`config.mk`:
```
export PLATFORM = sky130hd
export DESIGN_NAME = control_sequencer_flat
export DESIGN_NICKNAME = d
export VERILOG_FILES = /design/src/rtl/control_sequencer_if.sv /design/src/rtl/control_sequencer.sv /design/src/flat_wrapper.sv
export SDC_FILE = /design/constraint.sdc
export NUM_CORES = 1
export LEC_CHECK = 0
export BUFFER_PORTS_ARGS = -buffer_cell sky130_fd_sc_hd__buf_2
export CORE_ASPECT_RATIO = 1.1
export CORE_UTILIZATION = 30
export DETAILED_ROUTE_END_ITERATION = 12
export PLACE_DENSITY = 0.68
export SYNTH_ARGS = -nofsm -noshare
export SYNTH_HDL_FRONTEND = slang
export SYNTH_SLANG_ARGS = --single-unit
```
`constraint.sdc`:
```
create_clock -name clk -period 2.9 [get_ports clk]
set_input_delay 0.435 -clock clk [delete_from_list [all_inputs] [get_ports clk]]
set_output_delay 0.435 -clock clk [all_outputs]
set_load 0.005 [all_outputs]
```
`src/rtl/control_sequencer_if.sv`:
```
// Control bus between the hard-wired sequencer and the register-bus datapath.
// CTRL_SINGLE_STEP_EN adds the step input used by the single-step hold.
interface control_sequencer_if;
  logic [31:0] IR;
  logic        CON_FF;
  logic        stop;
`ifdef CTRL_SINGLE_STEP_EN
  logic        step;
`endif

  logic Gra, Grb, Grc, Rin, Rout, BAout;
  logic PCout, PCin, IncPC, IRin, MARin, MDRin, MDRout, Read, Write;
  logic Yin, Zin, ZLowout, ZHighout, Cout, HIin, LOin, HIout, LOout;
  logic conIn, InPortout, outPortin;
  logic [3:0] ALUselect;
  logic run;

  // Sequencer side: reads IR/branch result, drives every strobe
  modport master (
    input  IR, CON_FF, stop,
`ifdef CTRL_SINGLE_STEP_EN
    input  step,
`endif
    output Gra, Grb, Grc, Rin, Rout, BAout,
    output PCout, PCin, IncPC, IRin, MARin, MDRin, MDRout, Read, Write,
    output Yin, Zin, ZLowout, ZHighout, Cout, HIin, LOin, HIout, LOout,
    output conIn, InPortout, outPortin, ALUselect, run
  );

  // Datapath side
  modport slave (
    output IR, CON_FF, stop,
`ifdef CTRL_SINGLE_STEP_EN
    output step,
`endif
    input  Gra, Grb, Grc, Rin, Rout, BAout,
    input  PCout, PCin, IncPC, IRin, MARin, MDRin, MDRout, Read, Write,
    input  Yin, Zin, ZLowout, ZHighout, Cout, HIin, LOin, HIout, LOout,
    input  conIn, InPortout, outPortin, ALUselect, run
  );
endinterface

```
`src/rtl/control_sequencer.sv`:
```
// Hard-wired T-step control unit: fetch T0-T2, execute T3-T7, with stop/halt.
// Optional CTRL_SINGLE_STEP_EN: after each instruction wait in HOLD until step=1.
module control_sequencer (
  input  logic                clk,
  input  logic                reset,
  control_sequencer_if.master bus
);

  localparam logic [3:0] ALU_ADD   = 4'b0001;
  localparam logic [3:0] ALU_SUB   = 4'b0010;
  localparam logic [3:0] ALU_AND   = 4'b0110;
  localparam logic [3:0] ALU_OR    = 4'b0111;
  localparam logic [3:0] ALU_INCPC = 4'b1001;

  localparam logic [4:0] OP_LD   = 5'd0;
  localparam logic [4:0] OP_LDI  = 5'd1;
  localparam logic [4:0] OP_ST   = 5'd2;
  localparam logic [4:0] OP_ADD  = 5'd3;
  localparam logic [4:0] OP_SUB  = 5'd4;
  localparam logic [4:0] OP_AND  = 5'd5;
  localparam logic [4:0] OP_OR   = 5'd6;
  localparam logic [4:0] OP_ADDI = 5'd11;
  localparam logic [4:0] OP_ANDI = 5'd12;
  localparam logic [4:0] OP_ORI  = 5'd13;
  localparam logic [4:0] OP_BR   = 5'd18;
  localparam logic [4:0] OP_IN   = 5'd21;
  localparam logic [4:0] OP_OUT  = 5'd22;
  localparam logic [4:0] OP_HALT = 5'd26;

`ifdef CTRL_SINGLE_STEP_EN
  typedef enum logic [3:0] {
    S_RST, S_T0, S_T1, S_T2, S_T3, S_T4, S_T5, S_T6, S_T7, S_HALT, S_HOLD
  } state_t;
  localparam state_t S_AFTER = S_HOLD;
`else
  typedef enum logic [3:0] {
    S_RST, S_T0, S_T1, S_T2, S_T3, S_T4, S_T5, S_T6, S_T7, S_HALT
  } state_t;
  localparam state_t S_AFTER = S_T0;
`endif

  typedef struct packed {
    logic gra, grb, grc, r_in, r_out, ba_out;
    logic pc_out, pc_in, inc_pc, ir_in, mar_in, mdr_in, mdr_out, read, write;
    logic y_in, z_in, zlow_out, zhigh_out, c_out, hi_in, lo_in, hi_out, lo_out;
    logic con_in, in_port_out, out_port_in;
    logic [3:0] alu_sel;
    logic run;
  } ctrl_t;

  state_t     state, state_nxt;
  logic [4:0] opcode_q;
  logic [4:0] op_now;
  logic       done;
  ctrl_t      ctrl;
  logic       unused_ir;

  assign unused_ir = ^bus.IR[26:0];

  // Final control step of each instruction; unlisted opcodes end after fetch
  function automatic state_t last_step(input logic [4:0] op);
    case (op)
      OP_LD, OP_ST:                        last_step = S_T7;
      OP_BR:                               last_step = S_T6;
      OP_LDI, OP_ADD, OP_SUB, OP_AND, OP_OR,
      OP_ADDI, OP_ANDI, OP_ORI:            last_step = S_T5;
      OP_IN, OP_OUT:                       last_step = S_T3;
      default:                             last_step = S_T2;
    endcase
  endfunction

  function automatic logic [3:0] alu_for(input logic [4:0] op);
    case (op)
      OP_SUB:          alu_for = ALU_SUB;
      OP_AND, OP_ANDI: alu_for = ALU_AND;
      OP_OR, OP_ORI:   alu_for = ALU_OR;
      default:         alu_for = ALU_ADD;
    endcase
  endfunction

  // State register
  always_ff @(posedge clk or posedge reset) begin
    if (reset) state <= S_RST;
    else       state <= state_nxt;
  end

  // Opcode captured at the end of T2; execute steps decode only this copy
  always_ff @(posedge clk or posedge reset) begin
    if (reset)               opcode_q <= 5'd0;
    else if (state == S_T2)  opcode_q <= bus.IR[31:27];
  end

  // Next state; in T2 the completion decision must look at IR directly
  always_comb begin
    state_nxt = state;
    done      = 1'b0;
    op_now    = (state == S_T2) ? bus.IR[31:27] : opcode_q;
    case (state)
      S_RST: state_nxt = S_T0;
      S_T0:  state_nxt = S_T1;
      S_T1:  state_nxt = S_T2;
      S_T2, S_T3, S_T4, S_T5, S_T6: begin
        if (last_step(op_now) == state) done = 1'b1;
        else                            state_nxt = state_t'(state + 4'd1);
      end
      S_T7:  done = 1'b1;
      S_HALT: state_nxt = S_HALT;
`ifdef CTRL_SINGLE_STEP_EN
      S_HOLD: if (bus.step) state_nxt = S_T0;
`endif
      default: state_nxt = S_RST;
    endcase
    if (done) state_nxt = (bus.stop || op_now == OP_HALT) ? S_HALT : S_AFTER;
  end

  // Moore decode of state and latched opcode (br T6 also gated by CON_FF)
  always_comb begin
    ctrl     = '0;
    ctrl.run = (state != S_RST) && (state != S_HALT);
    case (state)
      S_T0: begin
        ctrl.pc_out = 1'b1; ctrl.mar_in = 1'b1; ctrl.inc_pc = 1'b1;
        ctrl.z_in = 1'b1;   ctrl.alu_sel = ALU_INCPC;
      end
      S_T1: begin
        ctrl.zlow_out = 1'b1; ctrl.pc_in = 1'b1; ctrl.read = 1'b1; ctrl.mdr_in = 1'b1;
      end
      S_T2: begin
        ctrl.mdr_out = 1'b1; ctrl.ir_in = 1'b1;
      end
      S_T3: begin
        case (opcode_q)
          OP_LD, OP_LDI, OP_ST: begin
            ctrl.grb = 1'b1; ctrl.ba_out = 1'b1; ctrl.y_in = 1'b1;
          end
          OP_ADD, OP_SUB, OP_AND, OP_OR, OP_ADDI, OP_ANDI, OP_ORI: begin
            ctrl.grb = 1'b1; ctrl.r_out = 1'b1; ctrl.y_in = 1'b1;
          end
          OP_BR: begin
            ctrl.gra = 1'b1; ctrl.r_out = 1'b1; ctrl.con_in = 1'b1;
          end
          OP_IN: begin
            ctrl.in_port_out = 1'b1; ctrl.gra = 1'b1; ctrl.r_in = 1'b1;
          end
          OP_OUT: begin
            ctrl.gra = 1'b1; ctrl.r_out = 1'b1; ctrl.out_port_in = 1'b1;
          end
          default: ;
        endcase
      end
      S_T4: begin
        case (opcode_q)
          OP_LD, OP_LDI, OP_ST, OP_ADDI, OP_ANDI, OP_ORI: begin
            ctrl.c_out = 1'b1; ctrl.z_in = 1'b1; ctrl.alu_sel = alu_for(opcode_q);
          end
          OP_ADD, OP_SUB, OP_AND, OP_OR: begin
            ctrl.grc = 1'b1; ctrl.r_out = 1'b1; ctrl.z_in = 1'b1;
            ctrl.alu_sel = alu_for(opcode_q);
          end
          OP_BR: begin
            ctrl.pc_out = 1'b1; ctrl.y_in = 1'b1;
          end
          default: ;
        endcase
      end
      S_T5: begin
        case (opcode_q)
          OP_LD, OP_ST: begin
            ctrl.zlow_out = 1'b1; ctrl.mar_in = 1'b1;
          end
          OP_LDI, OP_ADD, OP_SUB, OP_AND, OP_OR, OP_ADDI, OP_ANDI, OP_ORI: begin
            ctrl.zlow_out = 1'b1; ctrl.gra = 1'b1; ctrl.r_in = 1'b1;
          end
          OP_BR: begin
            ctrl.c_out = 1'b1; ctrl.z_in = 1'b1; ctrl.alu_sel = ALU_ADD;
          end
          default: ;
        endcase
      end
      S_T6: begin
        case (opcode_q)
          OP_LD: begin
            ctrl.read = 1'b1; ctrl.mdr_in = 1'b1;
          end
          OP_ST: begin
            ctrl.gra = 1'b1; ctrl.r_out = 1'b1; ctrl.mdr_in = 1'b1;
          end
          OP_BR: begin
            ctrl.zlow_out = bus.CON_FF; ctrl.pc_in = bus.CON_FF;
          end
          default: ;
        endcase
      end
      S_T7: begin
        case (opcode_q)
          OP_LD: begin
            ctrl.mdr_out = 1'b1; ctrl.gra = 1'b1; ctrl.r_in = 1'b1;
          end
          OP_ST: begin
            ctrl.mdr_out = 1'b1; ctrl.write = 1'b1;
          end
          default: ;
        endcase
      end
      default: ;
    endcase
  end

  assign bus.Gra       = ctrl.gra;
  assign bus.Grb       = ctrl.grb;
  assign bus.Grc       = ctrl.grc;
  assign bus.Rin       = ctrl.r_in;
  assign bus.Rout      = ctrl.r_out;
  assign bus.BAout     = ctrl.ba_out;
  assign bus.PCout     = ctrl.pc_out;
  assign bus.PCin      = ctrl.pc_in;
  assign bus.IncPC     = ctrl.inc_pc;
  assign bus.IRin      = ctrl.ir_in;
  assign bus.MARin     = ctrl.mar_in;
  assign bus.MDRin     = ctrl.mdr_in;
  assign bus.MDRout    = ctrl.mdr_out;
  assign bus.Read      = ctrl.read;
  assign bus.Write     = ctrl.write;
  assign bus.Yin       = ctrl.y_in;
  assign bus.Zin       = ctrl.z_in;
  assign bus.ZLowout   = ctrl.zlow_out;
  assign bus.ZHighout  = ctrl.zhigh_out;
  assign bus.Cout      = ctrl.c_out;
  assign bus.HIin      = ctrl.hi_in;
  assign bus.LOin      = ctrl.lo_in;
  assign bus.HIout     = ctrl.hi_out;
  assign bus.LOout     = ctrl.lo_out;
  assign bus.conIn     = ctrl.con_in;
  assign bus.InPortout = ctrl.in_port_out;
  assign bus.outPortin = ctrl.out_port_in;
  assign bus.ALUselect = ctrl.alu_sel;
  assign bus.run       = ctrl.run;

endmodule

```
`src/flat_wrapper.sv`:
```
// flat-port wrapper written by rule: the top's interface ports become plain ports
module control_sequencer_flat 
  (clk, reset, bus_IR, bus_CON_FF, bus_stop, bus_Gra, bus_Grb, bus_Grc, bus_Rin, bus_Rout, bus_BAout, bus_PCout, bus_PCin, bus_IncPC, bus_IRin, bus_MARin, bus_MDRin, bus_MDRout, bus_Read, bus_Write, bus_Yin, bus_Zin, bus_ZLowout, bus_ZHighout, bus_Cout, bus_HIin, bus_LOin, bus_HIout, bus_LOout, bus_conIn, bus_InPortout, bus_outPortin, bus_ALUselect, bus_run);
  control_sequencer_if bus_i ();
  input  logic clk;
  input  logic reset;
  input wire logic [$bits(bus_i.IR)-1:0] bus_IR;
  input wire logic [$bits(bus_i.CON_FF)-1:0] bus_CON_FF;
  input wire logic [$bits(bus_i.stop)-1:0] bus_stop;
  output wire logic [$bits(bus_i.Gra)-1:0] bus_Gra;
  output wire logic [$bits(bus_i.Grb)-1:0] bus_Grb;
  output wire logic [$bits(bus_i.Grc)-1:0] bus_Grc;
  output wire logic [$bits(bus_i.Rin)-1:0] bus_Rin;
  output wire logic [$bits(bus_i.Rout)-1:0] bus_Rout;
  output wire logic [$bits(bus_i.BAout)-1:0] bus_BAout;
  output wire logic [$bits(bus_i.PCout)-1:0] bus_PCout;
  output wire logic [$bits(bus_i.PCin)-1:0] bus_PCin;
  output wire logic [$bits(bus_i.IncPC)-1:0] bus_IncPC;
  output wire logic [$bits(bus_i.IRin)-1:0] bus_IRin;
  output wire logic [$bits(bus_i.MARin)-1:0] bus_MARin;
  output wire logic [$bits(bus_i.MDRin)-1:0] bus_MDRin;
  output wire logic [$bits(bus_i.MDRout)-1:0] bus_MDRout;
  output wire logic [$bits(bus_i.Read)-1:0] bus_Read;
  output wire logic [$bits(bus_i.Write)-1:0] bus_Write;
  output wire logic [$bits(bus_i.Yin)-1:0] bus_Yin;
  output wire logic [$bits(bus_i.Zin)-1:0] bus_Zin;
  output wire logic [$bits(bus_i.ZLowout)-1:0] bus_ZLowout;
  output wire logic [$bits(bus_i.ZHighout)-1:0] bus_ZHighout;
  output wire logic [$bits(bus_i.Cout)-1:0] bus_Cout;
  output wire logic [$bits(bus_i.HIin)-1:0] bus_HIin;
  output wire logic [$bits(bus_i.LOin)-1:0] bus_LOin;
  output wire logic [$bits(bus_i.HIout)-1:0] bus_HIout;
  output wire logic [$bits(bus_i.LOout)-1:0] bus_LOout;
  output wire logic [$bits(bus_i.conIn)-1:0] bus_conIn;
  output wire logic [$bits(bus_i.InPortout)-1:0] bus_InPortout;
  output wire logic [$bits(bus_i.outPortin)-1:0] bus_outPortin;
  output wire logic [$bits(bus_i.ALUselect)-1:0] bus_ALUselect;
  output wire logic [$bits(bus_i.run)-1:0] bus_run;
  assign bus_i.IR = bus_IR;
  assign bus_i.CON_FF = bus_CON_FF;
  assign bus_i.stop = bus_stop;
  assign bus_Gra = bus_i.Gra;
  assign bus_Grb = bus_i.Grb;
  assign bus_Grc = bus_i.Grc;
  assign bus_Rin = bus_i.Rin;
  assign bus_Rout = bus_i.Rout;
  assign bus_BAout = bus_i.BAout;
  assign bus_PCout = bus_i.PCout;
  assign bus_PCin = bus_i.PCin;
  assign bus_IncPC = bus_i.IncPC;
  assign bus_IRin = bus_i.IRin;
  assign bus_MARin = bus_i.MARin;
  assign bus_MDRin = bus_i.MDRin;
  assign bus_MDRout = bus_i.MDRout;
  assign bus_Read = bus_i.Read;
  assign bus_Write = bus_i.Write;
  assign bus_Yin = bus_i.Yin;
  assign bus_Zin = bus_i.Zin;
  assign bus_ZLowout = bus_i.ZLowout;
  assign bus_ZHighout = bus_i.ZHighout;
  assign bus_Cout = bus_i.Cout;
  assign bus_HIin = bus_i.HIin;
  assign bus_LOin = bus_i.LOin;
  assign bus_HIout = bus_i.HIout;
  assign bus_LOout = bus_i.LOout;
  assign bus_conIn = bus_i.conIn;
  assign bus_InPortout = bus_i.InPortout;
  assign bus_outPortin = bus_i.outPortin;
  assign bus_ALUselect = bus_i.ALUselect;
  assign bus_run = bus_i.run;
  control_sequencer u_core (.clk(clk), .reset(reset), .bus(bus_i));
endmodule
```
**After elaboration in Yosys (flattened, before gate mapping)**

Memories as Yosys holds them, arrays and structs flattened.
Index checks and enable logic that the tools add are counted.

- Equality and inequality tests: 26
- Add/sub/neg operators: 1
- Mux-type cells: 46
- Reductions and logical operators: 17

Operators by type and width:

| cell | number |
|---|---|
| $pmux 4 s6 | 1 |
| $mux 1 | 22 |
| $eq 5x5->1 const B | 4 |
| $pmux 1 s2 | 9 |
| $eq 4x3->1 const B | 4 |
| $mux 4 | 4 |
| $eq 5x3->1 const B | 3 |
| $eq 5x4->1 const B | 3 |
| $pmux 1 s3 | 4 |
| $pmux 4 s3 | 1 |
| $eq 5x2->1 const B | 2 |
| $reduce_or 10->1 | 1 |
| $pmux 3 s3 | 1 |
| $reduce_or 9->1 | 1 |
| $eq 4x2->1 const B | 2 |
| $eq 4x4->1 const B | 2 |
| $reduce_or 8->1 | 1 |
| $mux 3 | 2 |
| $reduce_or 2->1 | 3 |
| $reduce_or 3->1 | 2 |
| $reduce_or 6->1 | 1 |
| $eq 5x1->1 const B | 1 |
| $logic_not 5->1 | 1 |
| $mux 5 | 1 |
| other kinds (14) | 14 |

- Register bits: 9
- Memories kept: 1
- Output and inout bits: 32
- Bits in read-only memories: 128
- Input port bits: 36
- Logic and storage cells: 93

Memories:

| memory | words | bits a word | rd ports | clocked after Yosys merged registers in | write ports | RTL line | RTL |
|---|---|---|---|---|---|---|---|
| (no name shown) | 32 | 4 | 1 | 0 | 0 | control_sequencer.sv:62 | `case (op)` |

**Longest topological paths before layout**

Gate-level depths: netlist (run 1).
An unclocked memory read counts as a cell.

- Depth in word-level cells: 9
- Depth in mapped cells: 14
- Gate-level depth less buffers: 12

**Least setup slack after synthesis (run 1)**

OpenSTA, ideal clock, no wires.

- Kind: reg-to-reg
- Start point: register u_core.state[0]
- End point: register u_core.state[0]
- Setup time: 0.124 ns
- Path slack: 0.009 ns
- Arrival: 2.767 ns
- Clock period less this slack: 2.891 ns
- Buffers on the path: 2
- Required time: 2.776 ns
- Cell stages (with the launch flop): 14
- Cell sequence: dfrtp_1 -> ha_1 -> nor3b_2 -> buf_6 -> buf_8 -> o21ai_0 -> ha_1 -> nor2b_1 -> mux2i_1 -> a221oi_2 -> nor3_1 -> o221ai_2 -> o21ai_2 -> a211o_1

- Cells in the longest elaborated chain, start to end: 9
- Elaborated cells on any way between the ends: 24
- Classes of those cells: 1 x add/sub; 12 x eq/ne; 7 x mux; 3 x reduce/logical; 1 x memory

Ends and longest elaborated chain:

| item | RTL line | RTL |
|---|---|---|
| from (decl) | control_sequencer.sv:51 | `state_t state, state_nxt;` |
| from (signal assigned) | control_sequencer.sv:84 | `else state <= state_nxt;` |
| $eq 4x2->1 | control_sequencer.sv:97, control_sequencer.sv:98 |  |
| $mux 5 | control_sequencer.sv:97 | `op_now = (state == S_T2) ? bus.IR[31:27] : opcode_q;` |
| $mem_v2 32x4 | -- |  |
| $mux 4 | control_sequencer.sv:98 | `case (state)` |
| $eq 4x4->1 | control_sequencer.sv:103 | `if (last_step(op_now) == state) done = 1'b1;` |
| $mux 1 | control_sequencer.sv:103 |  |
| $pmux 1 s2 | control_sequencer.sv:98 |  |
| $ne 3x2->1 (no line) or $ne 2x1->1 (tied branches) | -- |  |
| $reduce_and 2->1 (no line) | -- |  |

Several ways; a longest one is shown, not always the timed one. The select of a mux whose other input is x is not followed.
A chain may end at the register's enable or synchronous reset.

**Worst setup path after layout (run 1)**

Ends and elaborated chain as after synthesis.

==> metrics.txt, run 1 <==
clock period minus final worst setup slack 2.66 ns; Clock Power Share 6.6%; Setup Crit Path Kind register to register; instance count after placement with tap cells included about 260; Top FF cell, synth dfrtp_1; most frequent cells in the layout buf_2, nor2_1, nand2_1, buf_4; status finished, final reports clean; count of routing violations after the opening detailed-route iteration between 100 and 150; number of buffers inserted for hold repair after clock tree synthesis 0; fraction of the cycle the final worst path needs 91.7%; via count 1,408; switch share 50.1%; Filler Cells Inserted approximately 450; Multi-input gate area 967 µm²; Logic pwr share 78.8%; Crit path required time 3.01 ns; number of endpoints failing setup at the final stage 0; net total in the final layout 262; H-tree levels 1; area inside the core boundary a little over 4000 µm²; post-synthesis average cell area roughly 7.4 µm²; count of non-filler cells in the finished layout 270; startpoint kind of the worst setup timing path register; async set or reset register ratio after synthesis 100%; critical path peak fanout 7; number of max-cap violations 0; number of antenna violations at the first check in global routing 0; Syn. warnings 0; DIE WIDTH ~65 µm; via count of the first global-routing pass around 1,300; Placer Congestion 0.905; total internal power around 1100 µW; total die area 4670 µm²; gate count of the mapped netlist 178; total DRC errors in the routed layout 0; average wire per cell in the routed design 12.9 µm; layout overhead on the synthesized area 25.1%; synth unique cells 56; switching power of the nets 1070 µW; maximum number of pins on one net before global-route repair 19; detailed placer's ending HPWL 2810 µm; count of port buffers added during placement 35; initial cell density of the core 32.3%; antenna-violating nets left 0; register area 225 µm²; Clock Pin Slew Worst Setup and Hold Paths 0.04 ns; TritonCTS clock tree built; GRT Overall Usage 15.7%; maximum clock rate roughly 380 MHz; leakage component of the power 0.000808 µW; sequential area share after synthesis 17.1%; kind of end point of the critical path register; Avg Vias per Cell approximately 5.2; number of clock sinks seen by CTS 9; final hold violation count 0; layout cell share with drive strength beyond 1 32.1%; final core area utilization around two fifths; total length of routed wires 3490 µm; clock buffers created by TritonCTS 3; number of pins with negative max-slew slack in the final report 0; worst slew slack as a fraction of its limit 61.6%; Die H around 72 µm; clock tree root buffer cell clkbuf_8; sequential group share of total power between 10% and 20%; final antenna diode count 0; insertion delay to the later sink of the worst-skew pair 0.23 ns; largest buffer count on any clock path 2; areal power density over the cells 1290 nW/µm²; GRT Residual Overflow 0; number of placement rows 24; setup skew after layout 0.000198 ns; number of optimization iterations in the first detailed-route pass 4; wire length of the first global-routing pass 5860 µm; register bit count reported by yosys 9; worst-case vdd ir drop 0.378 mV; most common cell after layout, fill and taps aside buf_2; mapped cell area roughly 1300 µm²; number of flops mapped to enable cells by yosys 0; total I/O pin count 68; slew at the pin with the worst max-slew slack 0.576 ns; Data arrival, critical path 2.77 ns; type of the most critical hold path input port to asynchronous set/reset pin; worst hold slack across all endpoints 0.153 ns
## cell type report
class	instances	share of cell area [%]
Clock inverter	1	0.303
Tap cell	52	3.94
Sequential cell	9	13.6
Inverter	13	2.95
Clock buffer	3	2.50
Timing Repair Buffer	51	18.1
Multi-Input combinational cell	141	58.6
## critical path, cell delays in order, from the launching register on
cell      delay (ns)
dfrtp_1         0.37
ha_1            0.21
nor3b_2         0.16
buf_6           0.13
mux2i_4         0.19
ha_4            0.29
nor2b_1         0.04
mux2i_1         0.20
a21boi_1        0.11
o31ai_2         0.26
xnor2_1         0.16
o21ai_2         0.12
a211o_1         0.28
## Yosys cell counts (4+ instances only)
library cell	instances	area share, %
a21oi_1	9	3.4
buf_4	8	4.5
clkbuf_1	6	1.7
dfrtp_1	9	17
ha_1	7	6.6
inv_1	10	2.8
mux2i_1	7	5.3
nand2_1	15	4.3
nand2b_1	5	2.4
nand3_1	4	1.5
nor2_1	15	4.3
nor3_1	7	2.7
o21ai_0	11	4.2
xnor2_1	5	3.3
## through the flow
step,TNS (ns),setup slack [ns],cell area (µm²),total power [µW]
final,0,0.242,1650,2130
after global routing,-0.000805,-0.000805,1650,2340
after CTS,0,0.0155,1600,2020
after detailed placement,0,0.0318,1550,1870
after global placement,0,0.0557,1550,1840
after floorplan,0,0.00937,1340,1450
## power groups by stage
stage | logic [µW] | clock network [µW] | registers, µW
6_report | 1680 | 141 | 311
5_1_grt | 1860 | 151 | 328
4_1_cts | 1560 | 145 | 307
3_5_place_dp | 1560 | 0 | 308
3_3_place_gp | 1540 | 0 | 304
2_1_floorplan | 1230 | 0 | 220
## metal layers
| layer | share of wire (%) | track usage, % | wire [µm] |
|---|---|---|---|
| met2 | 49 | 26.9 | 1730 |
| met4 | 2.5 | 7.97 | 87 |
| met1 | 44 | 18.9 | 1530 |
| met3 | 4.4 | 2.23 | 152 |
| met5 | 0 | 0 | 0 |
## state kept, by name, indices dropped and copies added (netlist names)
register and count:
u_core.opcode_q 5, u_core.state 4
## cells by family after synthesis
kind of cell / after synthesis / synth area share [%]
compound gates: 48 / 25.3
xor+xnor: 5 / 3.32
fa+ha+maj: 7 / 6.63
buf+inv: 32 / 13.0
flops: 9 / 17.1
mux: 10 / 8.34
other cells: 1 / 0.284
simple gates: 66 / 26.1
## final timing paths
check	start	cells after the start	slack (ns)	end
hold reg to reg	u_core.opcode_q[0]	2	0.60	u_core.opcode_q[0]
hold / removal	reset	2	0.15	u_core.state[2]
max in group asynchronous	reset	2	2.50	u_core.opcode_q[1]
setup / recovery	u_core.state[0]	12	0.24	u_core.state[0]
setup reg to reg	u_core.state[0]	12	0.24	u_core.state[0]
min in group clk	bus_IR[28]	3	0.47	u_core.opcode_q[1]
## timing repair
action                     CTS  global route
setup endpoints to repair    0             4
resized for setup            0             6
setup buffers                0             3
Power figures use the tool's default switching activity.
==> inputs of run 2 (changes only) <==
--- a/config.mk
+++ b/config.mk
@@ -7,9 +7,9 @@
 export LEC_CHECK = 0
 export BUFFER_PORTS_ARGS = -buffer_cell sky130_fd_sc_hd__buf_2
 export CORE_ASPECT_RATIO = 1.1
-export CORE_UTILIZATION = 30
+export CORE_UTILIZATION = 41
 export DETAILED_ROUTE_END_ITERATION = 12
-export PLACE_DENSITY = 0.68
+export PLACE_DENSITY = 0.85
 export SYNTH_ARGS = -nofsm -noshare
 export SYNTH_HDL_FRONTEND = slang
 export SYNTH_SLANG_ARGS = --single-unit
==> run 2 against run 1 <==
Clock power down 35%. Combinational power is 4% lower. Worst hold slack lost 0.028 ns. Highest routed layer unchanged. Routed wire length down 6.2%. Clock skew is 0.0025 ns higher. Global-route usage grew 4.0 points. Via count is 0.85% lower.
==> metrics.txt, run 2 (synthesized netlist as in run 1, its figures left out) <==
status finished, final reports clean; total internal power 976 µW (-8.2%); most frequent cells in the layout buf_2, nor2_1, nand2_1; placed inst area 1510 µm² (-2.4%); Worst Reg-to-Reg Cells 12 (unchanged); startpoint kind of the worst setup timing path register; TritonCTS clock tree built; number of optimization iterations in the first detailed-route pass 4 (unchanged); areal power density over the cells 1290 nW/µm² (-0.33%); Logic pwr share 79.5% (+0.7 points); minimum setup slack among reg-to-reg paths 0.16 ns (-0.08 ns); via count 1,396 (-0.85%); type of the most critical hold path input port to asynchronous set/reset pin; most common cell after layout, fill and taps aside buf_2; layout cell share with drive strength beyond 1 30.8% (-1.3 points); initial cell density of the core 43.3% (+11 points); Critical R2R Launch u_core.state[0]; destination of the worst register-to-register timing path u_core.state[3]; number of placement rows 21 (-13%); setup skew after layout 0.00268 ns (+0.00249 ns); via count of the first global-routing pass 1,253 (-6.2%); Clock Power Share 4.5% (-2.1 points); Data arrival, critical path 2.91 ns (+0.14 ns); total I/O pin count 68 (unchanged); Biggest register u_core.opcode_q; detailed placer's ending HPWL 2660 µm (-5.3%); Placer Congestion 0.941 (+4.1%); insertion delay to the later sink of the worst-skew pair 0.25 ns (+0.02 ns); Crit path required time 3.07 ns (+0.06 ns); number of buffers inserted for hold repair after clock tree synthesis 0 (unchanged); count of routing violations after the opening detailed-route iteration 98 (-13%); worst-case vdd ir drop 0.679 mV (+79%); number of clock sinks seen by CTS 9 (unchanged); Avg Vias per Cell 5.63 (+7.9%); switching power of the nets 1060 µW (-0.97%); clock period minus final worst setup slack 2.74 ns (+0.0776 ns); sequential group share of total power 16.0% (+1.4 points); fraction of the cycle the final worst path needs 94.3% (+2.7 points); final hold violation count 0 (unchanged); clock buffers created by TritonCTS 3 (unchanged); net total in the final layout 258 (-1.5%); GRT Overall Usage 19.7% (+4.0 points); count of port buffers added during placement 35 (unchanged); critical path peak fanout 6 (-1); number of max-cap violations 0 (unchanged); area inside the core boundary 3050 µm² (-25%); wire length of the first global-routing pass 5440 µm (-7.2%); GRT Residual Overflow 0 (unchanged); setup tns final 0 ns (unchanged); antenna-violating nets left 0 (unchanged); switch share 52.0% (+1.9 points); number of pins with negative max-slew slack in the final report 0 (unchanged); layout overhead on the synthesized area 19.8%; largest registers in the final layout u_core.opcode_q x5, u_core.state x4; worst hold slack across all endpoints 0.124 ns (-0.0283 ns); total die area 3450 µm² (-26%); H-tree levels 1 (unchanged); number of endpoints failing setup at the final stage 0 (unchanged); leakage component of the power 0.000777 µW (-3.9%); final antenna diode count 0 (unchanged); number of antenna violations at the first check in global routing 0 (unchanged); total DRC errors in the routed layout 0 (unchanged); clock tree root buffer cell clkbuf_4; flip-flop count of the largest register after layout 5 (unchanged); total length of routed wires 3280 µm (-6.2%); DIE WIDTH 56.1 µm (-14%); kind of end point of the critical path register; largest buffer count on any clock path 2 (unchanged); Die H 61.5 µm (-14%); maximum number of pins on one net before global-route repair 19 (unchanged); maximum clock rate 366 MHz (-2.8%); final instance area 1580 µm² (-4.2%); worst slew slack as a fraction of its limit 63.9% (+2.3 points); Clock Pin Slew Worst Setup and Hold Paths 0.06 ns (+0.02 ns); slew at the pin with the worst max-slew slack 0.541 ns (-0.0349 ns); average wire per cell in the routed design 13.2 µm (+2.1%); Setup Crit Path Kind register to register
-- run 2: worst max-delay path by stage --
| stage | startpoint | to | slack [ns] | cells past startpoint |
|---|---|---|---|---|
| global placement | u_core.state[0] | u_core.state[3] | 0.10 | 12 |
| floorplan | u_core.state[0] | u_core.state[0] | 0.009 | 13 |
| global route | u_core.state[0] | u_core.state[3] | -0.007 | 12 |
| finish | u_core.state[0] | u_core.state[3] | 0.16 | 12 |
| CTS | u_core.state[0] | u_core.state[3] | 0.09 | 12 |
| detailed placement | u_core.state[0] | u_core.state[3] | 0.03 | 12 |
-- run 2: final cells by class --
cell class,instances,area (µm²)
inverter,13,48.8
clock buffer,4,26.3
multi-input combinational,141,973
fill,305,1470
timing repair buffer,47,265
tap,34,42.5
sequential,9,225
-- run 2: power by group through the flow --
| stage | Sequential, µW | Combinational (µW) | Clock [µW] |
|---|---|---|---|
| global placement | 315 | 1480 | 0 |
| global route | 340 | 1790 | 107 |
| CTS | 317 | 1520 | 97.3 |
| floorplan | 220 | 1230 | 0 |
| detailed placement | 320 | 1510 | 0 |
| finish | 326 | 1620 | 91.2 |
-- run 2: metal layers --
metal | vias to the layer above | routed length (µm) | global-route usage [%]
li1 | 695 | - | -
met3 | 6 | 153 | 0.840
met4 | 0 | 49 | 10.1
met5 | - | 0 | 0
met1 | 643 | 1400 | 24.9
met2 | 52 | 1680 | 35.2
-- run 2: through the flow --
| step | worst slack (ns) | instances | util (%) | power [µW] |
|---|---|---|---|---|
| after floorplan | 0.00937 | 182 | - | 1450 |
| after global placement | 0.102 | 243 | 49.6 | 1790 |
| after detailed placement | 0.0266 | 243 | 49.6 | 1830 |
| after CTS | 0.0889 | 247 | 50.5 | 1940 |
| after global routing | -0.00653 | 248 | 51.9 | 2240 |
| final | 0.164 | 248 | 51.9 | 2030 |
-- run 2: worst max-delay path: stages (launching register included) --
cell and delay, ns:
dfrtp_1 0.35, ha_1 0.16, nor3b_2 0.17, buf_4 0.18
mux2i_4 0.26, ha_4 0.24, nor2b_1 0.11, mux2i_1 0.11
a221oi_2 0.32, o21a_1 0.17, o221ai_2 0.11, o21ai_2 0.26
mux2i_1 0.23
-- run 2: what timing repair did --
item                       in CTS  in global routing
setup endpoints to repair       1                  3
pin swaps                       0                  4
gates resized for setup         1                  5
setup buffers                   0                  1
==> inputs of run 3 (changes only) <==
--- a/config.mk
+++ b/config.mk
@@ -6,8 +6,10 @@
 export NUM_CORES = 1
 export LEC_CHECK = 0
 export BUFFER_PORTS_ARGS = -buffer_cell sky130_fd_sc_hd__buf_2
+export CELL_PAD_IN_SITES_DETAIL_PLACEMENT = 1
+export CELL_PAD_IN_SITES_GLOBAL_PLACEMENT = 2
 export CORE_ASPECT_RATIO = 1.1
-export CORE_UTILIZATION = 41
+export CORE_UTILIZATION = 21
 export DETAILED_ROUTE_END_ITERATION = 12
 export PLACE_DENSITY = 0.85
 export SYNTH_ARGS = -nofsm -noshare
==> run 3 against run 2 <==
Via count increased by 4.1%. Register-to-register slack got worse by 0.08 ns. Non-clock buffer count increased by 6. Largest power group unchanged.
==> metrics.txt, run 3 (synthesized netlist as in run 1, its figures left out) <==
status finished, final reports clean; area inside the core boundary 5910 µm² (+94%); layout cell share with drive strength beyond 1 33.2% (+2.3 points); worst hold slack across all endpoints 0.162 ns (+0.0381 ns); critical path, cell by cell ha_2, nor3b_4, buf_6, mux2i_2, ha_1, nor2b_1, mux2i_1, a221oi_2, nor3_1, o221ai_2, o21ai_2, a211o_1; number of max-cap violations 0 (unchanged); Data arrival, critical path 2.94 ns (+0.03 ns); count of non-filler cells in the finished layout 297 (+20%); setup repair after global routing missed its margin true; Biggest register u_core.opcode_q; number of buffers inserted for hold repair after clock tree synthesis 0 (unchanged); number of antenna violations at the first check in global routing 0 (unchanged); total DRC errors in the routed layout 0 (unchanged); GRT Overall Usage 13.9% (-5.8 points); count of routing violations after the opening detailed-route iteration 55 (-44%); setup skew after layout 0.00426 ns (+0.00158 ns); worst slack, placed -0.0288 ns (-0.0554 ns); Avg Vias per Cell 4.89 (-13%); maximum number of pins on one net before global-route repair 19 (unchanged); number of pins with negative max-slew slack in the final report 0 (unchanged); final hold violation count 0 (unchanged); via count 1,453 (+4.1%); number of endpoints failing setup at the final stage 0 (unchanged); largest buffer count on any clock path 2 (unchanged); clock period minus final worst setup slack 2.82 ns (+0.0822 ns); count of port buffers added during placement 35 (unchanged); Clock Pin Slew Worst Setup and Hold Paths 0.05 ns (about the same); clock buffers created by TritonCTS 3 (unchanged); worst-case vdd ir drop 0.301 mV (-56%); Crit path required time 3.02 ns (-0.05 ns); leakage component of the power 0.000815 µW (+4.9%); crit-path max cell delay 0.35 ns (about the same); total length of routed wires 4440 µm (+35%); most frequent cells in the layout buf_2, buf_4, nor2_1, nand2_1; total die area 6610 µm² (+91%); largest registers in the final layout u_core.opcode_q x5, u_core.state x4; worst slew slack as a fraction of its limit 59.4% (-4.5 points); antenna-violating nets left 0 (unchanged); DIE WIDTH 77.6 µm (+38%); number of optimization iterations in the first detailed-route pass 4 (unchanged); wire length of the first global-routing pass 7350 µm (+35%); slack of the critical path 0.0822 ns (-0.0822 ns); Die H 85.2 µm (+38%); Filler Cells Inserted 732 (+140%); kind of end point of the critical path register; average wire per cell in the routed design 14.9 µm (+13%); maximum clock rate 355 MHz (-2.9%); initial cell density of the core 22.3% (-21 points); total I/O pin count 68 (unchanged); setup tns final 0 ns (unchanged); critical path peak fanout 6 (unchanged); cell type group with the largest total delay on the critical path compound AO/OA/AOI/OAI gates; most common cell after layout, fill and taps aside buf_2; final core area utilization 28.6% (-23 points); number of placement rows 29 (+38%); via count of the first global-routing pass 1,489 (+19%); H-tree levels 1 (unchanged); insertion delay to the later sink of the worst-skew pair 0.24 ns (about the same); type of the most critical hold path input port to asynchronous set/reset pin; flip-flop count of the largest register after layout 5 (unchanged); final antenna diode count 0 (unchanged); clock tree root buffer cell clkbuf_8; Setup Crit Path Kind register to register; Placer Congestion 0.803 (-15%); TritonCTS clock tree built; detailed placer's ending HPWL 3460 µm (+30%); layout overhead on the synthesized area 28.2%; fraction of the cycle the final worst path needs 97.2% (+2.8 points); net total in the final layout 264 (+2.3%); Bufs and invs on worst path 1 (unchanged); slew at the pin with the worst max-slew slack 0.608 ns (+0.0671 ns); GRT Residual Overflow 0 (unchanged); instance count after placement with tap cells included 289 (+19%); areal power density over the cells 1320 nW/µm² (+3.0%); number of clock sinks seen by CTS 9 (unchanged); master of the slowest instance on the critical path dfrtp_1; startpoint kind of the worst setup timing path register
==> run 3: path summary, 6_finish.rpt <==
kind	start	end	slack [ns]	depth (start not counted)
worst max-delay path	u_core.state[1]	u_core.state[0]	0.08	12
max in group asynchronous	reset	u_core.opcode_q[4]	2.46	2
worst max register to register	u_core.state[1]	u_core.state[0]	0.08	12
worst min register to register	u_core.state[3]	u_core.state[2]	0.68	2
worst min-delay path	reset	u_core.opcode_q[3]	0.16	2
min in group clk	bus_IR[28]	u_core.opcode_q[1]	0.48	3
==> run 3: routing by layer <==
layer	routed length (µm)	part of all wire, %	vias to the layer above	track usage (%)
li1	-	-	708	-
met1	2020	45	702	17.4
met2	2180	49	36	24.1
met3	140	3.2	7	1.18
met4	96	2.2	0	6.69
met5	0	0	-	0
==> run 3: power breakdown <==
group | leakage, µW | total, µW | internal [µW] | switching (µW)
Combinational | 0.000679 | 1770 | 806 | 960
Clock | 0.0000255 | 153 | 94.4 | 58.6
Sequential | 0.000111 | 321 | 191 | 130
Total | 0.000815 | 2240 | 1090 | 1150
==> run 3: worst register-to-register path: stages (launching register included) <==
cell	delay [ns]
dfrtp_1	0.35
ha_2	0.19
nor3b_4	0.18
buf_6	0.15
mux2i_2	0.23
ha_1	0.31
nor2b_1	0.13
mux2i_1	0.12
a221oi_2	0.32
nor3_1	0.10
o221ai_2	0.22
o21ai_2	0.12
a211o_1	0.28
==> run 3: cell type report <==
class	instances	area [µm²]	area share, %
Clock buffer	3	41.3	2.44
Clock inverter	1	5.00	0.296
Inverter	13	48.8	2.88
Multi-Input combinational cell	141	961	56.8
Sequential cell	9	225	13.3
Tap cell	77	96.3	5.70
Timing Repair Buffer	53	314	18.6
==> run 3: through the flow <==
stage | power [µW] | cell area (µm²)
after floorplan | 1450 | 1340
after global placement | 1900 | 1590
after detailed placement | 1940 | 1590
after CTS | 2110 | 1640
after global routing | 2440 | 1690
final | 2240 | 1690
==> run 3: what timing repair did <==
action                                  in CTS  in global routing
endpoints found under the setup margin       3                  4
endpoints found under the hold margin        0                  0
setup buffers                                0                  4
gates resized for setup                      1                  6
pin swaps                                    0                  5
